[config.mk]
export PLATFORM = sky130hd
export DESIGN_NAME = symmetry_pattern_gen
export DESIGN_NICKNAME = d
export VERILOG_FILES = /design/src/rtl/sym_pkg.sv /design/src/rtl/sym_word_builder.sv /design/src/rtl/symmetry_pattern_gen.sv
export SDC_FILE = /design/constraint.sdc
export NUM_CORES = 1
export LEC_CHECK = 0
export ABC_AREA = 1
export BUFFER_PORTS_ARGS = -buffer_cell sky130_fd_sc_hd__buf_2
export CORE_AREA = 2 2 69 45
export DETAILED_ROUTE_END_ITERATION = 8
export DIE_AREA = 0 0 71 47
export PLACE_DENSITY_LB_ADDON = 0.12
export SYNTH_ARGS = -nofsm -noshare
export SYNTH_HDL_FRONTEND = slang
export SYNTH_SLANG_ARGS = --single-unit
export TNS_END_PERCENT = 20
[constraint.sdc]
create_clock -name clk -period 1.45 [get_ports clk]
set_clock_uncertainty 0.15 [all_clocks]
set_input_delay 0.0725 -clock clk [delete_from_list [all_inputs] [get_ports clk]]
set_output_delay 0.0725 -clock clk [all_outputs]
set_load 0.05 [all_outputs]
[src/rtl/sym_pkg.sv]
// Shared types and the mirrored-word construction rule for the symmetry pattern generator.
package sym_pkg;
  localparam int WIDTH_DEF = 8;
  localparam int MAXW      = 64;

  typedef enum logic [1:0] {IDLE, SEND, FIN} state_t;

  // Low half carries the seed; the high half is its mirror, with pairs 0..k-1 inverted.
  function automatic logic [MAXW-1:0] mirror_word(input logic [MAXW/2-1:0] s,
                                                  input int k, input int half);
    logic [MAXW-1:0]   w;
    logic [MAXW/2-1:0] t;
    w = '0;
    for (int j = 0; j < MAXW/2; j++) begin
      t = s >> j;
      if (j < half)
        w = w | (MAXW'(t[0]) << j) | (MAXW'(t[0] ^ (j < k)) << (2*half-1-j));
    end
    return w;
  endfunction
endpackage

[src/rtl/sym_word_builder.sv]
// Combinational (seed, k) -> WIDTH-bit word with exactly k mismatched mirrored pairs.
module sym_word_builder
  import sym_pkg::*;
#(
  parameter int WIDTH = WIDTH_DEF,
  localparam int HALF = WIDTH/2,
  localparam int CW   = $clog2(HALF+1)
) (
  input  logic [HALF-1:0]  seed,
  input  logic [CW-1:0]    k,
  output logic [WIDTH-1:0] word
);
  assign word = WIDTH'(mirror_word((MAXW/2)'(seed), int'(k), HALF));
endmodule

[src/rtl/symmetry_pattern_gen.sv]
// Stimulus source for the symmetry detector: single words or full seed sweeps
// with a requested mismatch count, delivered over a valid/ready port.
module symmetry_pattern_gen
  import sym_pkg::*;
#(
  parameter int WIDTH = WIDTH_DEF,
  localparam int HALF = WIDTH/2,
  localparam int CW   = $clog2(HALF+1)
) (
  input  logic             clk,
  input  logic             rst,
  input  logic             start,
  input  logic             mode,
  input  logic [HALF-1:0]  seed,
  input  logic [CW-1:0]    target_mismatch,
  output logic             out_valid,
  input  logic             out_ready,
  output logic [WIDTH-1:0] out_data,
  output logic [CW-1:0]    out_mismatch,
  output logic             busy,
  output logic             done,
  output logic             err
);
  localparam int NSEEDS = 1 << HALF;

  state_t          state, state_nxt;
  logic [HALF-1:0] s_q;
  logic [CW-1:0]   k_q;
  logic            mode_q;
  logic [HALF:0]   cnt;
  logic            xfer, k_bad, last;
  logic [HALF-1:0] b_seed;
  logic [CW-1:0]   b_k;
  logic [WIDTH-1:0] b_word;

  assign out_valid = (state == SEND);
  assign busy      = (state != IDLE);
  assign done      = (state == FIN);
  assign xfer      = out_valid & out_ready;
  assign k_bad     = target_mismatch > CW'(HALF);
  assign last      = !mode_q || (cnt == (HALF+1)'(NSEEDS-1));

  // One builder serves both the initial load (from the ports) and the
  // sweep reload (next seed), so the reload lands on the transfer edge.
  sym_word_builder #(.WIDTH(WIDTH)) u_builder (
    .seed (b_seed),
    .k    (b_k),
    .word (b_word)
  );

  always_comb begin
    state_nxt = state;
    b_seed    = s_q + HALF'(1'b1);
    b_k       = k_q;
    case (state)
      IDLE: begin
        b_seed = seed;
        b_k    = target_mismatch;
        if (start && !k_bad) state_nxt = SEND;
      end
      SEND:    if (xfer && last) state_nxt = FIN;
      FIN:     state_nxt = IDLE;
      default: state_nxt = IDLE;
    endcase
  end

  always_ff @(posedge clk or posedge rst) begin
    if (rst) state <= IDLE;
    else     state <= state_nxt;
  end

  always_ff @(posedge clk or posedge rst) begin
    if (rst) begin
      s_q          <= '0;
      k_q          <= '0;
      mode_q       <= 1'b0;
      cnt          <= '0;
      out_data     <= '0;
      out_mismatch <= '0;
      err          <= 1'b0;
    end else begin
      err <= 1'b0;
      if (state == IDLE && start) begin
        if (k_bad) err <= 1'b1;
        else begin
          s_q          <= seed;
          k_q          <= target_mismatch;
          mode_q       <= mode;
          cnt          <= '0;
          out_data     <= b_word;
          out_mismatch <= target_mismatch;
        end
      end else if (xfer) begin
        cnt <= cnt + (HALF+1)'(1);
        if (mode_q) begin
          s_q      <= b_seed;
          out_data <= b_word;
        end
      end
    end
  end
endmodule

# After elaboration in Yosys (flattened, before gate mapping)
# Index checks and enable logic that the tools add are counted.
dict set report totals {
  ff_bits 24
  input_bits 12
  word_cells 65
}
dict set report op_classes {
  n_addsub 2
  n_lt_le_gt_ge 5
  n_eq_ne 6
  n_mux 18
  bitwise_logic 13
  n_reduce_logical 14
}
# op count
set op_table {}
lappend op_table {{$mux W8} 4}
lappend op_table {{$mux W4} 5}
lappend op_table {{$mux W5} 3}
lappend op_table {{$or A1 B8 Y8} 1}
lappend op_table {{$or A8 B2 Y8} 1}
lappend op_table {{$or A8 B3 Y8} 1}
lappend op_table {{$or A8 B4 Y8} 1}
lappend op_table {{$or A8 B6 Y8} 1}
lappend op_table {{$or A8 B7 Y8} 1}
lappend op_table {{$or A8 B8 Y8} 1}
lappend op_table {{$lt A1 B3 Y1 const A} 2}
lappend op_table {{$lt A2 B3 Y1 const A} 2}
lappend op_table {{$reduce_and A2 Y1} 3}
lappend op_table {{$reduce_bool A2 Y1} 3}
lappend op_table {{$add A5 B1 Y5 const B} 1}
lappend op_table {{$eq A5 B4 Y1 const B} 1}
lappend op_table {{$add A4 B1 Y4 const B} 1}
lappend op_table {{$mux W2} 2}
lappend op_table {{$ne A2 B2 Y1 const B} 2}
lappend op_table {{$pmux W2 S2} 1}
lappend op_table {{$xor A1 B1 Y1} 4}
lappend op_table {{$gt A3 B3 Y1 const B} 1}
lappend op_table {{$logic_and A1 B1 Y1} 3}
lappend op_table {{$mux W3} 1}
lappend op_table {{10 further kinds} 12}

# Depth between registers and ports, before layout
# Gate-level depths: netlist (run 1).
dict set report depth {
  depth_word 14
  ltp_mapped 9
  mapped_depth_nobuf 9
}

# Cells and area by module
# A second synthesis (run 1) with hierarchy kept.
dict set report hier_totals {
  cells_unflattened 168
  area_unflattened_um2 1406.3
}
# mod instances cells_each area_each_um2
set by_module_without_submodules {}
lappend by_module_without_submodules {symmetry_pattern_gen 1 146 1292.5}
lappend by_module_without_submodules {sym_word_builder 1 22 113.9}

# Worst setup path before layout (run 1)
# No wires, ideal clock.
dict set report synth_timing {
  path_type {register -> register}
  from {register state[1]}
  to {register s_q[3]}
  t_arrival_ns 1.547
  required_time_ns 1.217
  path_slack_ns -0.330
  path_stages_with_launch 7
  path_buffers 1
  cell_sequence {dfrtp_1 nor2_2 nand2_2 o21ai_2 buf_6 nand3_2 o21ai_0}
}
# element line_no
set synth_lines {}
lappend synth_lines {{start, declared} symmetry_pattern_gen.sv:26} ;# state_t state, state_nxt;
lappend synth_lines {{start signal, assigned} symmetry_pattern_gen.sv:69} ;# else state <= state_nxt;
lappend synth_lines {{$eq A2 B1 Y1} symmetry_pattern_gen.sv:36} ;# assign out_valid = (state == SEND);
lappend synth_lines {{net out_valid} symmetry_pattern_gen.sv:16} ;# output logic out_valid,
lappend synth_lines {{$and A1 B1 Y1} symmetry_pattern_gen.sv:39} ;# assign xfer = out_valid & out_ready;
lappend synth_lines {{$reduce_bool A2 Y1 (no line)} --}
lappend synth_lines {{$reduce_and A3 Y1 (no line)} --}
lappend synth_lines {{end signal, assigned} symmetry_pattern_gen.sv:96} ;# s_q <= b_seed;
lappend synth_lines {{end, declared} symmetry_pattern_gen.sv:27} ;# logic [HALF-1:0] s_q;
# The timed path passes the listed nets, and every way through them passes these cells. The select of a mux whose other input is x is not followed.
# A chain may end at the register's enable or synchronous reset.

# Worst setup path in the final report (run 1)
dict set report layout_timing {
  from {register state[1]}
  to {register out_data[6]}
}
dict set report layout_via {
  elab_chain_cells 12
}
# element line_no
set layout_rtl {}
lappend layout_rtl {{$logic_not A2 Y1} {symmetry_pattern_gen.sv:55, symmetry_pattern_gen.sv:83}}
lappend layout_rtl {{$mux W3} symmetry_pattern_gen.sv:55} ;# case (state)
lappend layout_rtl {{$lt A1 B3 Y1} sym_pkg.sv:17} ;# w = w | (MAXW'(t[0]) << j) | (MAXW'(t[0] ^ (j < k)) << (2*half-1-j));
lappend layout_rtl {{$xor A1 B1 Y1} sym_pkg.sv:17}
lappend layout_rtl {{$or A8 B7 Y8} sym_pkg.sv:17}
lappend layout_rtl {{$or A8 B3 Y8} sym_pkg.sv:17}
lappend layout_rtl {{$or A8 B6 Y8} sym_pkg.sv:17}
lappend layout_rtl {{$or A8 B4 Y8} sym_pkg.sv:17}
lappend layout_rtl {{$or A8 B8 Y8} sym_pkg.sv:17}
lappend layout_rtl {{$mux W8} symmetry_pattern_gen.sv:95} ;# if (mode_q) begin
lappend layout_rtl {{$mux W8} symmetry_pattern_gen.sv:93} ;# end else if (xfer) begin
lappend layout_rtl {{$mux W8} symmetry_pattern_gen.sv:83} ;# if (state == IDLE && start) begin
lappend layout_rtl {{end signal, assigned} symmetry_pattern_gen.sv:90} ;# out_data <= b_word;
lappend layout_rtl {{end signal, assigned} symmetry_pattern_gen.sv:97} ;# out_data <= b_word;
lappend layout_rtl {{end, declared} symmetry_pattern_gen.sv:18} ;# output logic [WIDTH-1:0] out_data,
# Parallel ways exist; a longest one is shown, timed or not. The select of a mux whose other input is x is not followed.

==> flow_summary_export.csv, run 1 <==
group,metric,value,unit
floorplanning,core,2720,um^2
detailed_routing,via_per_inst,4.80,
logic_synthesis,ys.flop_type,"dfrtp_1",
floorplanning,die_area,3340,um^2
finish,nNetsFinal,226,
logic_synthesis,async_reset_ff_share,100,%
grt,grt_pass1_wl,4.80,mm
logic_synthesis,synthTopCellsByCount,"56 x nand2_1, 24 x dfrtp_1, 21 x inv_1, 12 x nand3_1, 10 x nor2_1",
finish,syn2layout_area_growth,40.4,%
floorplanning,die_x,71,um
outcome,status,"complete, but fails checks",
detailed_routing,drtIter0Drc,59,
logic_synthesis,synth_nets,173,
place,gp_congestion,0.846,
detailed_routing,drt-met1-wl,1.51,mm
clock_network,cts.path.max_buffers,2,
detailed_routing,wl_met3,192,um
setup_path,cpMaxStageDelayCell,"dfrtp_1",
power,fin_total_pwr,4.42,mW
finish,drive_gt1_share,35.7,%
clock_network,worstSkewPairLatency,270,ps
setup_path,worst-path-buf-inv,2,
setup_path,cp_top_family,"flip-flops",
logic_synthesis,synth.area.top_cells,"dfrtp_1 48%, nand2_1 17%, inv_1 6.3%",
setup_path,critPathRequiredTime,1510,ps
grt,grtUsageTotal,19.4,%
floorplanning,start_util,45.8,%
clock_network,cts_num_sinks,24,
logic_synthesis,synth_top_area_share,48.2,%
clock_network,cts_tree,"yes",
finish,antenna_cells,0,
power,power_leakage,0.957,nW
setup_path,slowest_delay,450,ps
detailed_routing,drc,0,
timing,setup_viol,13,
min_path,hold_path.class,"in2reg",
logic_synthesis,synthesis.instances,158,
setup_path,end_kind,"flip-flop",
detailed_routing,dr_wl_met2,1.37,mm
detailed_routing,finalWirelength,3.09,mm
power,p_per_area,2530,nW/um^2
setup_path,crit_fanout,5,
setup_path,worstSetupStartpointType,"flip-flop",
place,io_buffers,26,
floorplanning,rows,15,
floorplanning,pin_count,27,
grt,grt_overflow,0,
logic_synthesis,synth_edf_count,0,
outcome,violations,"setup timing",
setup_path,cp_cell_sequence,"buf_6, nor2_4, nand2_4, o21ai_4, buf_4, nand3_1, nand2_1",
clock_network,cts_made_buffers,3,
timing,min_period,1520,ps
flow_run,cap_violations,0,
logic_synthesis,ys_ff_latch,24,
timing,worst_pin_slew,314,ps
clock_network,root_buffer,"clkbuf_8",
detailed_routing,via_count,1172,
detailed_routing,dr.pass1.iters,6,
logic_synthesis,yosysSeqAreaShare,48.2,%
timing,period_share,105,%
grt,grt_pass1_vias,1074,
clock_network,clk_pin_slew,90,ps
logic_synthesis,synth.most_common_cell,"nand2_1",
timing,fmax,0.660,GHz
timing,report.final.hold_viol_count,0,
place,hpwl,2.25,mm
setup_path,critPathKind,"reg2reg",
logic_synthesis,synth_area,1250,um^2
place,placed_cell_area,1550,um^2
timing,rsz0062_at_grt,"yes",
logic_synthesis,synth.avg_cell_area,7.89,um^2
timing,drv_slew,0,
logic_synthesis,synthDistinctLibCells,22,
timing,slew_headroom,79.1,%
finish,design_area,1750,um^2
logic_synthesis,synth.largest_area_cell,"dfrtp_1",
setup_path,critPathArrivalTime,1570,ps
power,ir_drop,1110,uV
clock_network,htreeDepth,1,
timing,setup_slack,-66.2,ps
grt,antenna_found_initial,0,
detailed_routing,routed.top_layer,"met4",
grt,grt_max_degree,25,
floorplanning,die_y,47,um
detailed_routing,final_antenna_net_count,0,
logic_synthesis,yosysWarnings,0,
detailed_routing,routedWlPerCell,12.7,um
==> cells in the final DEF (no fill, tap or decap), types with 5 or more instances in the layout <==
cell and n:
buf_4 17, o21ai_0 5, inv_1 19, nor2_1 7, dlygate4sd3_1 5, buf_2 23, nand3_1 11, nand2_2 6
dfrtp_1 24, nand2_1 51
==> worst min-delay path: cells and delay by family <==
family	cells	cell delay, ps
AND/OR/NAND/NOR	3	270
buffers and inverters	1	70
==> path summary, 6_finish.rpt <==
path	from	end	slack [ps]	cells after the start
worst max register to register	state[1]	out_data[6]	-70	7
worst min-delay path	seed[3]	out_data[3]	30	4
worst max-delay path	state[1]	out_data[6]	-70	7
min in group asynchronous	rst	s_q[3]	230	4
worst min register to register	out_data[1]	out_data[1]	330	2
max in group asynchronous	rst	out_data[6]	670	4
==> final cells by class <==
cell class,instances,area [um^2]
timing repair buffer,50,358
tap,34,42.5
fill,239,972
inverter,23,88.8
sequential,24,601
clock buffer,4,55.1
multi-input combinational,109,604
==> kinds of logic (layout without fill, tap and decap cells) <==
logic type      Yosys count  after routing  synth area share [%]
simple gates             90             90                  32.2
buf+inv                  25             77                  8.74
flops                    24             24                  48.2
compound gates           14             14                  6.32
fa+ha+maj                 3              3                  3.01
xor+xnor                  1              1                 0.703
mux                       1              1                 0.803
==> metal layers <==
layer / GRT usage (%) / vias to the layer above
met4: 4.15 / 0
met5: 0 / -
met1: 27.3 / 531
met2: 30.7 / 39
met3: 5.58 / 4
li1: - / 598
==> sequential cells by signal, summed over array words and instances (netlist names) <==
signal    count
s_q           4
k_q           3
out_data      8
cnt           5
err           1
state         2
mode_q        1
==> timing repair <==
action	CTS	global route
hold buffers	5	0
endpoints found under the hold margin	28	0
buffers inserted	1	3
setup endpoints to repair	17	21
cloned	0	0
pin swaps	9	4
gates resized for setup	13	11
==> metrics by stage <==
stage	hold WS [ps]	cells	setup TNS, ps	setup WS [ps]	utilization (%)
floorplan	-62.9	158	-1120	-95.0	-
global placement	-19.4	231	0	2.41	56.9
detailed placement	-11.9	231	-223	-40.8	56.9
CTS	34.4	241	-282	-55.8	62.4
global route	51.0	244	-1690	-155	64.3
finish	33.1	244	-617	-66.2	64.3
==> power by group <==
part	internal (mW)	leakage [nW]	switching, mW
clock network	0.243	0.0288	0.217
logic	0.969	0.629	1.83
registers	0.964	0.299	0.198
total	2.18	0.957	2.25
Note: power is estimated with default switching activity, not from simulation.
==> run 2, diff against run 1 <==
--- a/config.mk
+++ b/config.mk
@@ -10,7 +10,7 @@
 export CORE_AREA = 2 2 69 45
 export DETAILED_ROUTE_END_ITERATION = 8
 export DIE_AREA = 0 0 71 47
-export PLACE_DENSITY_LB_ADDON = 0.12
+export PLACE_DENSITY = 0.73
 export SYNTH_ARGS = -nofsm -noshare
 export SYNTH_HDL_FRONTEND = slang
 export SYNTH_SLANG_ARGS = --single-unit
==> run 2 against run 1 <==
Effect of this change: the run still ends with setup timing left; wire length grew 3.3%; sequential share of layout area rose by 1.1 points; critical endpoint is now s_q[0]; maximum frequency rose by 0.95%; utilization down 1.8 points; global-route usage up 1.0 points; hold slack lost 3.3 ps.
==> flow_summary_export.csv, run 2 (synthesis results as in run 1) <==
group,metric,value,unit
finish,fin_cells,241,
grt,grt_overflow,0,
flow_run,cap_violations,0,
finish,layout_commonest_cell,"nand2_1",
finish,top_register,"out_data",
finish,design_area,1700,um^2
timing,slew_headroom,78.6,%
place,gp_congestion,0.875,
outcome,violations,"setup timing",
floorplanning,die_x,71,um
finish,top_regs,"out_data: 8 flops, cnt: 5 flops, s_q: 4 flops",
setup_path,critPathArrivalTime,1560,ps
timing,drv_slew,0,
clock_network,htreeDepth,1,
grt,grt_pass1_wl,5.13,mm
finish,fillCellCount,224,
clock_network,cts_made_buffers,3,
grt,grt_pass1_vias,1184,
detailed_routing,via_count,1216,
detailed_routing,via_per_inst,5.05,
min_path,holdCritStartpoint,"out_ready",
detailed_routing,drtIter0Drc,134,
min_path,holdPathStages,4,
finish,syn2layout_area_growth,36.3,%
setup_path,r2r_start,"state[1]",
setup_path,worst-r2r-cell-count,7,
finish,nNetsFinal,224,
clock_network,clk_pin_slew,90,ps
timing,fmax,0.666,GHz
setup_path,r2r_end,"s_q[0]",
clock_network,worstSkewPairLatency,270,ps
timing,setup_slack,-51.9,ps
detailed_routing,finalWirelength,3.20,mm
clock_network,root_buffer,"clkbuf_8",
grt,grt_max_degree,25,
finish,drive_gt1_share,32.9,%
detailed_routing,drc,0,
detailed_routing,final_antenna_net_count,0,
setup_path,r2r_slack,-50,ps
setup_path,critPathRequiredTime,1510,ps
timing,worst_pin_slew,321,ps
clock_network,cts.path.max_buffers,2,
clock_network,cts_num_sinks,24,
grt,antenna_found_initial,0,
grt,met3_usage,4.72,%
grt,grtUsageTotal,20.4,%
timing,min_period,1500,ps
setup_path,critPathKind,"reg2reg",
timing,setup_viol,12,
place,dpl.cell_count,232,
place,hpwl,2.35,mm
power,ir_drop,1250,uV
grt,grt.busiest_layer,"met2",
floorplanning,core,2720,um^2
floorplanning,rows,15,
outcome,status,"complete, but fails checks",
power,p_per_area,2520,nW/um^2
detailed_routing,routedWlPerCell,13.3,um
place,io_buffers,26,
min_path,holdPathEnd,"state[1]",
clock_network,cts_tree,"yes",
grt,met2_usage,35.1,%
floorplanning,die_area,3340,um^2
power,power_leakage,0.935,nW
timing,period_share,104,%
floorplanning,die_y,47,um
place,placed_cell_area,1560,um^2
timing,rsz0062_at_grt,"yes",
detailed_routing,dr.pass1.iters,6,
timing,report.final.hold_viol_count,0,
setup_path,worstSetupStartpointType,"flip-flop",
finish,largest_reg_flops,8,
setup_path,crit_fanout,5,
floorplanning,pin_count,27,
grt,grtUsageMet1,26.6,%
min_path,hold_path.class,"in2reg",
finish,layout_common_cells,"55 x nand2_1, 23 x dfrtp_1, 23 x buf_2",
setup_path,end_kind,"flip-flop",
floorplanning,start_util,45.8,%
finish,antenna_cells,0,
==> run 2: cell types whose count changed in the layout (fill, tap and decap cells not counted), sizes merged <==
cell | before | now
clkbuf | 4 | 3
buf | 45 | 43
==> run 2: power breakdown <==
group,internal (mW),switching [mW]
Clock,0.186,0.219
Sequential,0.966,0.190
Combinational,0.892,1.83
Total,2.04,2.24
==> run 2: cell type report <==
type / count / area (um^2) / share of cell area, %
Sequential cell: 24 / 602 / 35.4
Multi-Input combinational cell: 109 / 584 / 34.4
Timing Repair Buffer: 48 / 343 / 20.2
Inverter: 23 / 86.3 / 5.08
Tap cell: 34 / 42.5 / 2.50
Clock buffer: 3 / 41.3 / 2.43
==> run 2: repair_timing <==
action | 4_1_cts | 5_1_grt
pin swaps | 7 | 2
setup buffers | 1 | 0
hold buffers | 5 | 0
gates resized for setup | 14 | 4
hold endpoints to repair | 28 | 0
setup endpoints to repair | 17 | 21
==> run 2: worst max path at each step <==
stage                     startpoint          end
final                       state[1]       s_q[0]
after global routing        state[0]  out_data[5]
after CTS                   state[1]  out_data[6]
after detailed placement    state[1]  out_data[5]
after global placement        cnt[0]     state[0]
after floorplan             state[1]       cnt[4]
==> run 2: per-layer routing <==
metal | share of wire (%) | up-vias
met2 | 46 | 53
met4 | 1.7 | 0
met5 | 0 | -
met1 | 46 | 567
li1 | - | 588
met3 | 6.2 | 8
==> run 2: critical path: stages, from the launching register on <==
cell and delay, ps:
dfrtp_2 450, buf_6 130, nor2_4 110, nand2_4 80, o21ai_4 180, buf_4 170
nand2_1 80, nand2_1 90
==> run 2: through the flow <==
step	TNS [ps]	hold slack, ps	utilization, %	total power [mW]	setup slack (ps)
3_5_place_dp	-319	-11.5	57.2	3.74	-77.6
5_1_grt	-1530	35.5	62.4	4.56	-120
6_report	-388	29.8	62.4	4.28	-51.9
2_1_floorplan	-1120	-62.9	-	2.97	-95.0
4_1_cts	-329	28.8	62.1	4.24	-39.7
3_3_place_gp	0	-15.3	57.2	3.62	9.27
==> run 3, diff against run 2 <==
--- a/config.mk
+++ b/config.mk
@@ -7,10 +7,10 @@
 export LEC_CHECK = 0
 export ABC_AREA = 1
 export BUFFER_PORTS_ARGS = -buffer_cell sky130_fd_sc_hd__buf_2
-export CORE_AREA = 2 2 69 45
+export CORE_AREA = 2 2 65 42
 export DETAILED_ROUTE_END_ITERATION = 8
-export DIE_AREA = 0 0 71 47
-export PLACE_DENSITY = 0.73
+export DIE_AREA = 0 0 67 44
+export PLACE_DENSITY = 0.79
 export SYNTH_ARGS = -nofsm -noshare
 export SYNTH_HDL_FRONTEND = slang
 export SYNTH_SLANG_ARGS = --single-unit
==> constraint.sdc (replaced) <==
create_clock -name clk -period 1.89 [get_ports clk]
set_clock_uncertainty 0.15 [all_clocks]
set_input_delay 0.0945 -clock clk [delete_from_list [all_inputs] [get_ports clk]]
set_output_delay 0.0945 -clock clk [all_outputs]
set_load 0.05 [all_outputs]
==> run 3 against run 2 <==
Effect of this change: clock-buffer cell count unchanged; via count down 6.1%; critical path type unchanged; largest cell class unchanged; largest power group unchanged; the flow now finishes without violations; critical path depth rose by 1; hold slack got worse by 23 ps.
==> flow_summary_export.csv, run 3 (synthesis results as in run 1) <==
group,metric,value,unit
outcome,status,"finished, final reports clean",
detailed_routing,routedWlPerCell,12.6,um
clock_network,cts_setup_buffers,0,
finish,antenna_cells,0,
detailed_routing,dr.pass1.iters,5,
floorplanning,rows,14,
setup_path,cpMaxStageDelayCell,"dfrtp_1",
finish,layout_common_cells,"56 x nand2_1, 26 x buf_2, 24 x dfrtp_1",
setup_path,r2r_end,"out_data[6]",
place,gp_congestion,0.848,
min_path,holdPathStages,4,
clock_network,clk_pin_slew,80,ps
finish,top_regs,"out_data: 8 flops, cnt: 5 flops, s_q: 4 flops",
clock_network,cts_num_sinks,24,
setup_path,slowest_delay,430,ps
finish,fin_cells,223,
clock_network,worstSkewPairLatency,270,ps
setup_path,cp_top_family,"simple AND/OR/NAND/NOR gates",
setup_path,r2r_slack,160,ps
floorplanning,pin_count,27,
finish,top_register,"out_data",
power,ir_drop,1290,uV
power,power_leakage,0.850,nW
floorplanning,die_x,67,um
grt,antenna_found_initial,0,
power,netSwitchingFraction,52.2,%
setup_path,crit_top_cell,"nand2_1",
detailed_routing,final_antenna_net_count,0,
setup_path,critPathKind,"reg2reg",
finish,largest_reg_flops,8,
clock_network,root_buffer,"clkbuf_8",
timing,min_period,1730,ps
setup_path,crit_fanout,11,
power,p_comb_share,55.9,%
flow_run,cap_violations,0,
timing,fmax,0.578,GHz
setup_path,worst-path-buf-inv,2,
floorplanning,core,2380,um^2
timing,finalSetupTns,0,ps
place,io_buffers,26,
power,p_per_area,2020,nW/um^2
grt,grt_overflow,0,
finish,multiInputGateArea,544,um^2
timing,period_share,91.5,%
grt,grt_max_degree,25,
detailed_routing,finalWirelength,2.81,mm
place,dpl.cell_count,215,
timing,rsz0062_at_grt,"no",
finish,fillCellCount,211,
min_path,hold_path.class,"in2reg",
min_path,holdPathEnd,"k_q[2]",
finish,fin_util,63.8,%
power,power.internal,1.47,mW
timing,drv_slew,0,
setup_path,cp_cell_sequence,"inv_1, nand2_2, nor2_4, nand2_4, o21ai_4, inv_2, nand2_1, nand2_1",
timing,slew_headroom,69.1,%
power,pwr-share-clk,14.5,%
detailed_routing,via_per_inst,5.12,
clock_network,htreeDepth,1,
finish,syn2layout_area_growth,22.0,%
clock_network,cts_made_buffers,3,
setup_path,r2r_start,"state[1]",
floorplanning,die_y,44,um
power,switchingPower,1.60,mW
detailed_routing,drc,0,
setup_path,critPathArrivalTime,1740,ps
finish,layout_commonest_cell,"nand2_1",
timing,report.final.hold_viol_count,0,
grt,grt_pass1_vias,1028,
setup_path,worst-r2r-cell-count,8,
detailed_routing,drtIter0Drc,107,
grt,grtUsageTotal,20.8,%
power,seqPwrFrac,29.6,%
place,hpwl,2.06,mm
timing,setup_viol,0,
detailed_routing,via_count,1142,
min_path,holdCritStartpoint,"start",
grt,grt_pass1_wl,4.44,mm
setup_path,end_kind,"flip-flop",
clock_network,cts_tree,"yes",
setup_path,worstSetupStartpointType,"flip-flop",
floorplanning,die_area,2950,um^2
finish,regArea,601,um^2
setup_path,critPathRequiredTime,1900,ps
floorplanning,start_util,52.3,%
timing,worst_pin_slew,462,ps
finish,drive_gt1_share,22.5,%
finish,nNetsFinal,207,
clock_network,cts.path.max_buffers,2,
run 3: cell types whose count changed in the layout (fill, tap and decap cells not counted), moves of 3 or more:
cell,previous run,this run
buf_2,23,26
buf_6,4,0
nor2_1,7,10
buf_4,15,1
run 3: how the worst max path moves through the flow:
stage / depth (start not counted) / slack [ps] / from / end
CTS: 8 / 30 / target_mismatch[0] / out_data[6]
global placement: 8 / 210 / state[1] / out_data[6]
finish: 8 / 160 / state[1] / out_data[6]
detailed placement: 8 / 110 / state[1] / out_data[6]
floorplan: 6 / 110 / state[1] / s_q[3]
global route: 8 / 40 / state[1] / out_data[5]
run 3: per-layer routing:
layer / share of wire, % / vias up / global-route usage [%]
li1: - / 562 / -
met1: 46 / 528 / 27.7
met2: 47 / 44 / 34.7
met3: 6.5 / 8 / 4.94
met4: 1.3 / 0 / 5.31
met5: 0 / - / 0
run 3: final cells by class:
class                           instances  area share, %
Inverter                               23           5.68
Tap cell                               32           2.63
Timing Repair Buffer                   31           11.7
Multi-Input combinational cell        109           35.8
Sequential cell                        24           39.5
Clock buffer                            3           2.72
Clock inverter                          1           1.98
run 3: metrics by stage:
stage	setup slack (ps)	power, mW	hold WS (ps)	area (um^2)
final	161	3.07	6.48	1520
after global routing	37.7	3.28	41.8	1520
after CTS	31.5	3.06	1.21	1510
after detailed placement	113	2.59	6.82	1400
after global placement	213	2.51	-4.87	1400
after floorplan	110	2.23	-40.9	1250
run 3: power groups by stage:
stage                     registers (mW)  clock network [mW]  logic [mW]
after floorplan                     1.29                   0       0.937
after global placement             0.897                   0        1.62
after detailed placement           0.911                   0        1.68
after CTS                          0.900               0.453        1.70
after global routing               0.932               0.474        1.87
final                              0.907               0.446        1.71
run 3: timing repair:
action                     4_1_cts  5_1_grt
hold buffers                     4        0
gates resized for setup          0        2
hold endpoints to repair        27        0
setup endpoints to repair        0       11
run 3: worst register-to-register path, cell delays in order, from the launching register on:
cell and delay (ps):
dfrtp_1 430, inv_1 110, nand2_2 150, nor2_4 170, nand2_4 130, o21ai_4 170
inv_2 160, nand2_1 90, nand2_1 60
